**config.mk**
```make
export PLATFORM = sky130hd
export DESIGN_NAME = gray_chunk_scheduler
export DESIGN_NICKNAME = d
export VERILOG_FILES = /design/src/rtl/gray_chunk_scheduler.sv
export SDC_FILE = /design/constraint.sdc
export NUM_CORES = 1
export LEC_CHECK = 0
export CORE_MARGIN = 5
export CORE_UTILIZATION = 40
export DETAILED_ROUTE_END_ITERATION = 8
export GPL_TIMING_DRIVEN = 0
export PLACE_DENSITY = 0.7
export RECOVER_POWER = 100
export REMOVE_ABC_BUFFERS = 1
export SYNTH_ARGS = -nofsm -noshare
export SYNTH_HDL_FRONTEND = slang
export SYNTH_SLANG_ARGS = --single-unit
```
**constraint.sdc**
```tcl
create_clock -name i_clk -period 2.7 [get_ports i_clk]
set_clock_uncertainty 0.05 [all_clocks]
set_input_delay 0.54 -clock i_clk [delete_from_list [all_inputs] [get_ports i_clk]]
set_output_delay 0.54 -clock i_clk [all_outputs]
set_load 0.02 [all_outputs]
```
**src/rtl/gray_chunk_scheduler.sv**
```systemverilog
// Frame sequencer for the grayscale engine. It starts one engine pass per chunk, counts the white
// pixels in each frame, and lets the display reader take the SDRAM read port between chunks.
module gray_chunk_scheduler #(
    parameter int NUM_CHUNKS   = 16,
    parameter int CHUNK_PIXELS = 169,
    parameter int TIMEOUT      = 64,
    parameter int WHITE_LEVEL  = 255
) (
    input  logic        i_clk,
    input  logic        i_rst_n,
    input  logic        i_frame_start,
    input  logic        i_disp_req,
    output logic        o_disp_gnt,
    output logic        o_gs_start,
    input  logic        i_gs_valid,
    input  logic [9:0]  i_gs_bw,
    output logic [9:0]  o_chunk_idx,
    output logic        o_busy,
    output logic        o_frame_done,
    output logic [19:0] o_white_count,
    output logic        o_error
);
    localparam int TW = $clog2(TIMEOUT + 1);
    // One spare count above CHUNK_PIXELS, so a long chunk saturates instead of wrapping back to a match.
    localparam int BW = $clog2(CHUNK_PIXELS + 2);
    localparam logic [TW-1:0] TO_LIM   = TW'(TIMEOUT - 1);
    localparam logic [BW-1:0] FULL     = BW'(CHUNK_PIXELS);
    localparam logic [9:0]    LAST_IDX = 10'(NUM_CHUNKS - 1);
    localparam logic [9:0]    WHITE    = 10'(WHITE_LEVEL);

    typedef enum logic [2:0] {
        S_IDLE, S_ARB, S_START, S_WAIT_V, S_STREAM, S_NEXT, S_DONE
    } state_t;

    state_t        state_q, state_d;
    logic [9:0]    idx_q, idx_d;
    logic [19:0]   acc_q, acc_d;
    logic [19:0]   white_q, white_d;
    logic [BW-1:0] beat_q, beat_d;
    logic [TW-1:0] to_q, to_d;
    logic          busy_q, busy_d;
    logic          err_q, err_d;
    logic          gnt_q, gnt_d;
    logic          count_beat;

    always_ff @(posedge i_clk or negedge i_rst_n) begin
        if (!i_rst_n) begin
            state_q <= S_IDLE;
            idx_q   <= '0;
            acc_q   <= '0;
            white_q <= '0;
            beat_q  <= '0;
            to_q    <= '0;
            busy_q  <= 1'b0;
            err_q   <= 1'b0;
            gnt_q   <= 1'b0;
        end else begin
            state_q <= state_d;
            idx_q   <= idx_d;
            acc_q   <= acc_d;
            white_q <= white_d;
            beat_q  <= beat_d;
            to_q    <= to_d;
            busy_q  <= busy_d;
            err_q   <= err_d;
            gnt_q   <= gnt_d;
        end
    end

    always_comb begin
        state_d    = state_q;
        idx_d      = idx_q;
        acc_d      = acc_q;
        white_d    = white_q;
        beat_d     = beat_q;
        to_d       = to_q;
        busy_d     = busy_q;
        err_d      = err_q;
        count_beat = 1'b0;
        // The grant only follows the request while no chunk is running, so a chunk that has started always finishes.
        gnt_d      = i_disp_req && (state_q == S_IDLE || state_q == S_ARB);

        case (state_q)
            S_IDLE: begin
                if (i_frame_start) begin
                    state_d = S_ARB;
                    idx_d   = '0;
                    acc_d   = '0;
                    beat_d  = '0;
                    busy_d  = 1'b1;
                end
            end
            S_ARB: begin
                if (!i_disp_req) state_d = S_START;
            end
            S_START: begin
                to_d    = '0;
                state_d = S_WAIT_V;
            end
            S_WAIT_V: begin
                if (i_gs_valid) begin
                    count_beat = 1'b1;
                    state_d    = S_STREAM;
                end else if (to_q + TW'(1) == TO_LIM) begin
                    err_d   = 1'b1;
                    busy_d  = 1'b0;
                    state_d = S_IDLE;
                end else begin
                    to_d = to_q + TW'(1);
                end
            end
            S_STREAM: begin
                if (i_gs_valid) begin
                    count_beat = 1'b1;
                end else begin
                    if (beat_q != FULL) err_d = 1'b1;
                    state_d = S_NEXT;
                end
            end
            S_NEXT: begin
                if (idx_q == LAST_IDX) begin
                    state_d = S_DONE;
                end else begin
                    idx_d   = idx_q + 10'd1;
                    beat_d  = '0;
                    state_d = S_ARB;
                end
            end
            S_DONE: begin
                white_d = acc_q;
                busy_d  = 1'b0;
                state_d = S_IDLE;
            end
            default: state_d = S_IDLE;
        endcase

        if (count_beat) begin
            if (beat_q != '1) beat_d = beat_q + BW'(1);
            if (i_gs_bw == WHITE && acc_q != '1) acc_d = acc_q + 20'd1;
        end
    end

    assign o_disp_gnt    = gnt_q;
    assign o_gs_start    = (state_q == S_START);
    assign o_frame_done  = (state_q == S_DONE);
    assign o_chunk_idx   = idx_q;
    assign o_busy        = busy_q;
    assign o_white_count = white_q;
    assign o_error       = err_q;
endmodule
```
==> results_dict.tcl, run 1 <==
set metrics [dict create \
    grt_max_degree 39 \
    leakage_nw 1.87 \
    worst_pin_slew_ns 1.82 \
    min_period_ns 2.62 \
    routedWlPerCell_um 15.2 \
    rsz0062_at_grt "true" \
    drive_gt1_share_pct 13.5 \
    fin_tns_setup_ns 0 \
    finalWorstSetupSlack_ns 0.0767 \
    synth_most_common_cell "dfrtp_1" \
    dpl.hpwl_um 5660 \
    cts_root_buf "clkbuf_8" \
    htree_levels 3 \
    gp_congestion 0.870 \
    setup_viol 0 \
    drcViolationCount 0 \
    synth_seq_area_share_pct 47.1 \
    vias_per_cell 5.50 \
    synthCells 373 \
    synth_area_leaders "dfrtp_1, mux2_2, nand3_1, o21ai_0, nand2_1" \
    required_ns 2.11 \
    clk_pin_slew_worst_paths_ns 0.08 \
    netlist.area_leader.share_pct 47.1 \
    worst_hold_slack_ns 0.427 \
    grt_first_pass_wirelength_um 13900 \
    violations "max-capacitance violations, max-slew violations" \
    ant_nets 0 \
    status "complete, but fails checks" \
    worst-endpoint-arrival_ns 2.03 \
    preCtsSetupSlack_ns -0.644 \
    maxSlewHeadroom_pct -21.5 \
    crit_fanout 17 \
    cts.sinks 71 \
    io_pins 50 \
    cp-start-kind "flip-flop" \
    post_cts_buffers 0 \
    routed_wirelength_um 8340 \
    synth_cell_types 62 \
    dieWidth_um 107 \
    cts_buffers 9 \
    critPathKind "flip-flop to primary output" \
    fin_crit_sh_pct 97.2 \
    cts_tree "yes" \
    fin_util_pct 49.9 \
    finalHoldViolCount 0 \
    avgSynthCellArea_sq_um 10.1 \
    grt_pass1_vias 2919 \
    clock_path_buffers 2 \
    die-area_sq_um 11500 \
    cap_viol_max_count 1 \
    ctsHoldBuffers 0 \
    final_area_sq_um 4610 \
    grt-ovfl-total 0 \
    synth_area_sq_um 3770 \
    power.density_nw_per_um2 685 \
    die_height_um 107 \
    io_buffers 49 \
    maxSlewViolCount 35 \
    initial_utilization_pct 40.9 \
    worstSetupEndpointType "primary output" \
    hold_class "flip-flop to flip-flop" \
    fill_cells 830 \
    syn_to_final_growth_pct 22.1 \
    num_antenna_cells 0 \
    firstDrtPassIters 5 \
    yosys.area.top_type "dfrtp_1" \
    synth_seq_cells 71 \
    synth_edf_count 0 \
    drtIter0Drc 142 \
    core_sq_um 9240 \
    max_clock_freq_ghz 0.381 \
    antenna_found_initial 0 \
    synth_ff_type "dfrtp_1" \
    ys_warn_count 0 \
    grt.total_usage_pct 15.0 \
    irDropWorstVdd_mv 0.705 \
    synth_commonest_cells "dfrtp_1, nand3_1, nand2_1" \
    async_flop_share_pct 100 \
    nNetsFinal 438 \
    num_rows 35 \
    clock_latency_ns 0.34 \
    postPlaceCellArea_sq_um 4350 \
    vias 3025 \
]
-- worst max-delay path: stages (launching register included) --
cell,delay [ns]
dfrtp_2,0.55
inv_4,0.19
nand3_4,0.23
inv_1,0.11
clkdlybuf4s50_1,0.60
-- area by class of cell --
cell class | instances | area (sq um) | share of cell area (%)
clock buffers | 9 | 124 | 2.69
clock inverters | 6 | 110 | 2.39
inverters | 18 | 70.1 | 1.52
multi-input cells | 267 | 1870 | 40.6
flip-flops and latches | 71 | 1780 | 38.6
well taps | 129 | 161 | 3.50
repair buffers | 50 | 492 | 10.7
-- stage by stage --
stage | std cells | total power, mW
floorplan | 355 | 1.82
global placement | 533 | 2.09
detailed placement | 534 | 2.12
CTS | 549 | 3.16
global route | 550 | 3.34
finish | 550 | 3.16
-- power by group --
group / internal [mW] / switching (mW) / leakage, nW / total [mW]
logic: 0.320 / 0.465 / 0.795 / 0.784
registers: 1.16 / 0.206 / 0.965 / 1.37
clock network: 0.607 / 0.396 / 0.111 / 1.00
total: 2.09 / 1.07 / 1.87 / 3.16
-- cells in the final DEF (no fill, tap or decap), types with 7 or more instances in the layout --
cell             instances
inv_1                   16
clkbuf_8                 9
nor3_1                   8
nand2_1                 28
xor2_1                   9
and3_1                   7
clkdlybuf4s50_1         47
nand4_1                  9
o21ai_0                 23
o211ai_1                10
nand3_1                 28
dfrtp_1                 69
nor2_1                  25
a21oi_1                 10
mux2_2                  18
-- timing repair --
item / CTS / global route
gates resized for setup: 6 / 2
endpoints found under the setup margin: 4 / 2
hold endpoints to repair: 0 / 0
gates cloned: 0 / 1
pin swaps: 0 / 1
-- final timing paths --
path / end / slack (ns) / cells after the start / startpoint
worst min register to register: o_error$_DFFE_PN0P_ / 0.43 / 1 / o_error$_DFFE_PN0P_
worst max-delay path: o_frame_done / 0.08 / 4 / state_q[0]$_DFFE_PN0P_
worst min-delay path: o_error$_DFFE_PN0P_ / 0.43 / 1 / o_error$_DFFE_PN0P_
worst max register to register: beat_q[3]$_DFF_PN0_ / 0.15 / 5 / state_q[2]$_DFFE_PN0P_
max in group asynchronous: to_q[4]$_DFFE_PN0P_ / 0.49 / 2 / i_rst_n
min in group asynchronous: o_white_count[6]$_DFFE_PN0P_ / 0.63 / 1 / i_rst_n
-- cell families after synthesis --
logic type | share of synthesized area, %
multiplexers | 7.56
adder cells (fa/ha/maj) | 1.99
XOR/XNOR | 3.22
flip-flops | 47.1
buffers and inverters | 4.28
AO/OA/AOI/OAI | 15.5
AND/OR/NAND/NOR | 20.4
-- routing by layer --
layer / up-vias / wire (um) / global-route usage, %
met5: - / 0 / 0
met1: 1483 / 3740 / 19.2
li1: 1462 / - / -
met3: 2 / 540 / 4.70
met2: 78 / 4020 / 24.8
met4: 0 / 38 / 3.65
-- registers in the layout, indices dropped and copies added (netlist names), 3 cells and up --
signal	cells
acc_q	20
o_white_count	20
o_chunk_idx	10
beat_q	8
to_q	7
state_q	3
(Power assumes the default switching activity.)
==> run 2: changes to the inputs <==
--- a/config.mk
+++ b/config.mk
@@ -5,6 +5,7 @@
 export SDC_FILE = /design/constraint.sdc
 export NUM_CORES = 1
 export LEC_CHECK = 0
+export ABC_AREA = 1
 export CORE_MARGIN = 5
 export CORE_UTILIZATION = 40
 export DETAILED_ROUTE_END_ITERATION = 8
==> run 2 against run 1 <==
Net effect: the flow still finishes with violations (max-capacitance violations, max-slew violations); synthesized cell count rose by 46%; clock-buffer cell count rose by 2; area after synthesis rose by 6.0%; utilization fell by 0.63 points; total power fell by 3.7%.
==> results_dict.tcl, run 2 <==
set metrics [dict create \
    status "complete, but fails checks" \
    violations "max-capacitance violations, max-slew violations" \
    synth_edf_count 0 \
    synth_cell_types 31 \
    num_antenna_cells 0 \
    netlist.area_leader.share_pct 44.4 \
    setup_viol 0 \
    synth_most_common_cell "nand2_1" \
    clk_pin_slew_worst_paths_ns 0.08 \
    worstSetupEndpointType "primary output" \
    nNetsFinal 613 \
    cts.sinks 71 \
    cts_buffers 9 \
    required_ns 2.11 \
    fill_cells 932 \
    grt.total_usage_pct 16.1 \
    max_clock_freq_ghz 0.397 \
    gp_congestion 0.890 \
    synth_area_sq_um 4000 \
    wl_met3_um 362 \
    antenna_found_initial 0 \
    crit_fanout 7 \
    ys_warn_count 0 \
    die_height_um 110 \
    crit_chain "nand2_1, nor2_2, clkdlybuf4s50_1" \
    irDropWorstVdd_mv 0.299 \
    synth_commonest_cells "nand2_1, dfrtp_1, inv_1" \
    firstDrtPassIters 4 \
    routedWlPerCell_um 12.6 \
    cts_root_buf "clkbuf_8" \
    final_cell_mix "nand2_1, dfrtp_1, inv_1" \
    critPathKind "flip-flop to primary output" \
    hold_class "flip-flop to flip-flop" \
    fin_util_pct 49.3 \
    wl_met1_um 4280 \
    maxSlewViolCount 72 \
    fin_cells 730 \
    regToRegSetupSlack_ns 0.28 \
    drive_gt1_share_pct 4.02 \
    ant_nets 0 \
    io_pins 50 \
    cap_viol_max_count 1 \
    cts_tree "yes" \
    grt_first_pass_wirelength_um 15400 \
    num_rows 36 \
    avgSynthCellArea_sq_um 7.37 \
    worst_hold_slack_ns 0.415 \
    slowest_stage "clkdlybuf4s50_1" \
    drcViolationCount 0 \
    htree_levels 3 \
    layout_commonest_cell "nand2_1" \
    synth_seq_cells 71 \
    top_layer_used "met4" \
    finalWorstSetupSlack_ns 0.178 \
    die-area_sq_um 12100 \
    synth_seq_area_share_pct 44.4 \
    dieWidth_um 110 \
    syn_to_final_growth_pct 20.4 \
    power.density_nw_per_um2 631 \
    final_area_sq_um 4810 \
    maxSlewHeadroom_pct -15.6 \
    synth_area_leaders "dfrtp_1, nand2_1, nand3_1, inv_1, xor2_1" \
    vias 3603 \
    worst-endpoint-arrival_ns 1.93 \
    whs_path_depth 2 \
    dpl.hpwl_um 6640 \
    synthCells 543 \
    clock_path_buffers 2 \
    initial_utilization_pct 40.9 \
    synth_ff_type "dfrtp_1" \
    drtIter0Drc 186 \
    routed_wirelength_um 9180 \
    postPlaceCellArea_sq_um 4590 \
    min_period_ns 2.52 \
    core_sq_um 9770 \
    preCtsSetupSlack_ns 0.227 \
    finalHoldViolCount 0 \
    cp-start-kind "flip-flop" \
    yosys.area.top_type "dfrtp_1" \
    wl_met2_um 4370 \
    crit_end "o_frame_done" \
    vias_per_cell 4.94 \
    worst_pin_slew_ns 1.73 \
    rsz0062_at_grt "false" \
    ff2ff_path_depth 11 \
    leakage_nw 2.29 \
    numPlacedInstances 714 \
    grt_max_degree 72 \
    clock_latency_ns 0.35 \
    slowest_delay_ns 0.69 \
    io_buffers 49 \
    post_cts_buffers 0 \
    async_flop_share_pct 100 \
    r2r-end "acc_q[7]$_DFF_PN0_" \
    r2r_start "state_q[0]$_DFFE_PN0P_" \
    crit_path_start "state_q[2]$_DFFE_PN0P_" \
    grt-ovfl-total 0 \
    fin_crit_sh_pct 93.4 \
    grt_pass1_vias 3396 \
]
-- run 2: changes by cell type after synthesis, sizes merged, moves of 8 or more --
cell,delta
o21ai,+15
xor2,+12
inv,+49
mux2,-18
nor2,+25
nand3,+32
nand2,+143
o211ai,-11
o22ai,+8
-- run 2: area by class of cell --
class,count,area [sq um],share of cell area [%]
clock buffer,11,141,2.94
clock inverter,5,105,2.18
inverter,67,255,5.30
multi-input combinational,394,1880,39.1
sequential,71,1780,36.9
tap,133,166,3.46
timing repair buffer,49,485,10.1
-- run 2: per-stage QoR --
stage	TNS, ns	total power [mW]
3_3_place_gp	-99.11	2.00
2_1_floorplan	0	1.74
3_5_place_dp	0	2.03
5_1_grt	0	3.21
4_1_cts	0	3.09
6_report	0	3.04
-- run 2: per-layer routing --
metal | GRT usage, % | vias up
met5 | 0 | -
met4 | 5.97 | 0
met3 | 3.09 | 10
met2 | 27.3 | 52
met1 | 20.4 | 1703
li1 | - | 1838
-- run 2: worst min path at each step --
stage / from / end / slack, ns
6_report: o_white_count[1]$_DFFE_PN0P_ / o_white_count[1]$_DFFE_PN0P_ / 0.42
5_1_grt: o_error$_DFFE_PN0P_ / o_error$_DFFE_PN0P_ / 0.44
4_1_cts: i_rst_n / o_chunk_idx[9]$_DFFE_PN0P_ / 0.29
3_5_place_dp: o_error$_DFFE_PN0P_ / o_error$_DFFE_PN0P_ / 0.41
3_3_place_gp: o_white_count[16]$_DFFE_PN0P_ / o_white_count[16]$_DFFE_PN0P_ / 0.41
2_1_floorplan: i_rst_n / acc_q[0]$_DFF_PN0_ / 0.19
-- run 2: timing repair --
action,CTS,global route
hold endpoints to repair,0,0
endpoints found under the setup margin,0,1
resized for setup,0,1
hold buffers,0,0
-- run 2: worst max-delay path, delay by kind of cell, from the launching register on --
family	cells	cell delay (ns)
buffers and inverters	1	0.69
DFF	1	0.43
and+or+nand+nor	2	0.46
-- run 2: cell families after synthesis --
group	share of synthesized area, %
fa+ha+maj	1.88
flops	44.4
buf+inv	7.82
compound gates	7.69
simple gates	33.2
xor+xnor	5.04
-- run 2: report_power, final --
part | switching (mW) | total, mW | internal, mW
registers | 0.0915 | 1.25 | 1.16
logic | 0.489 | 0.726 | 0.236
clock network | 0.423 | 1.06 | 0.640
total | 1.00 | 3.04 | 2.03
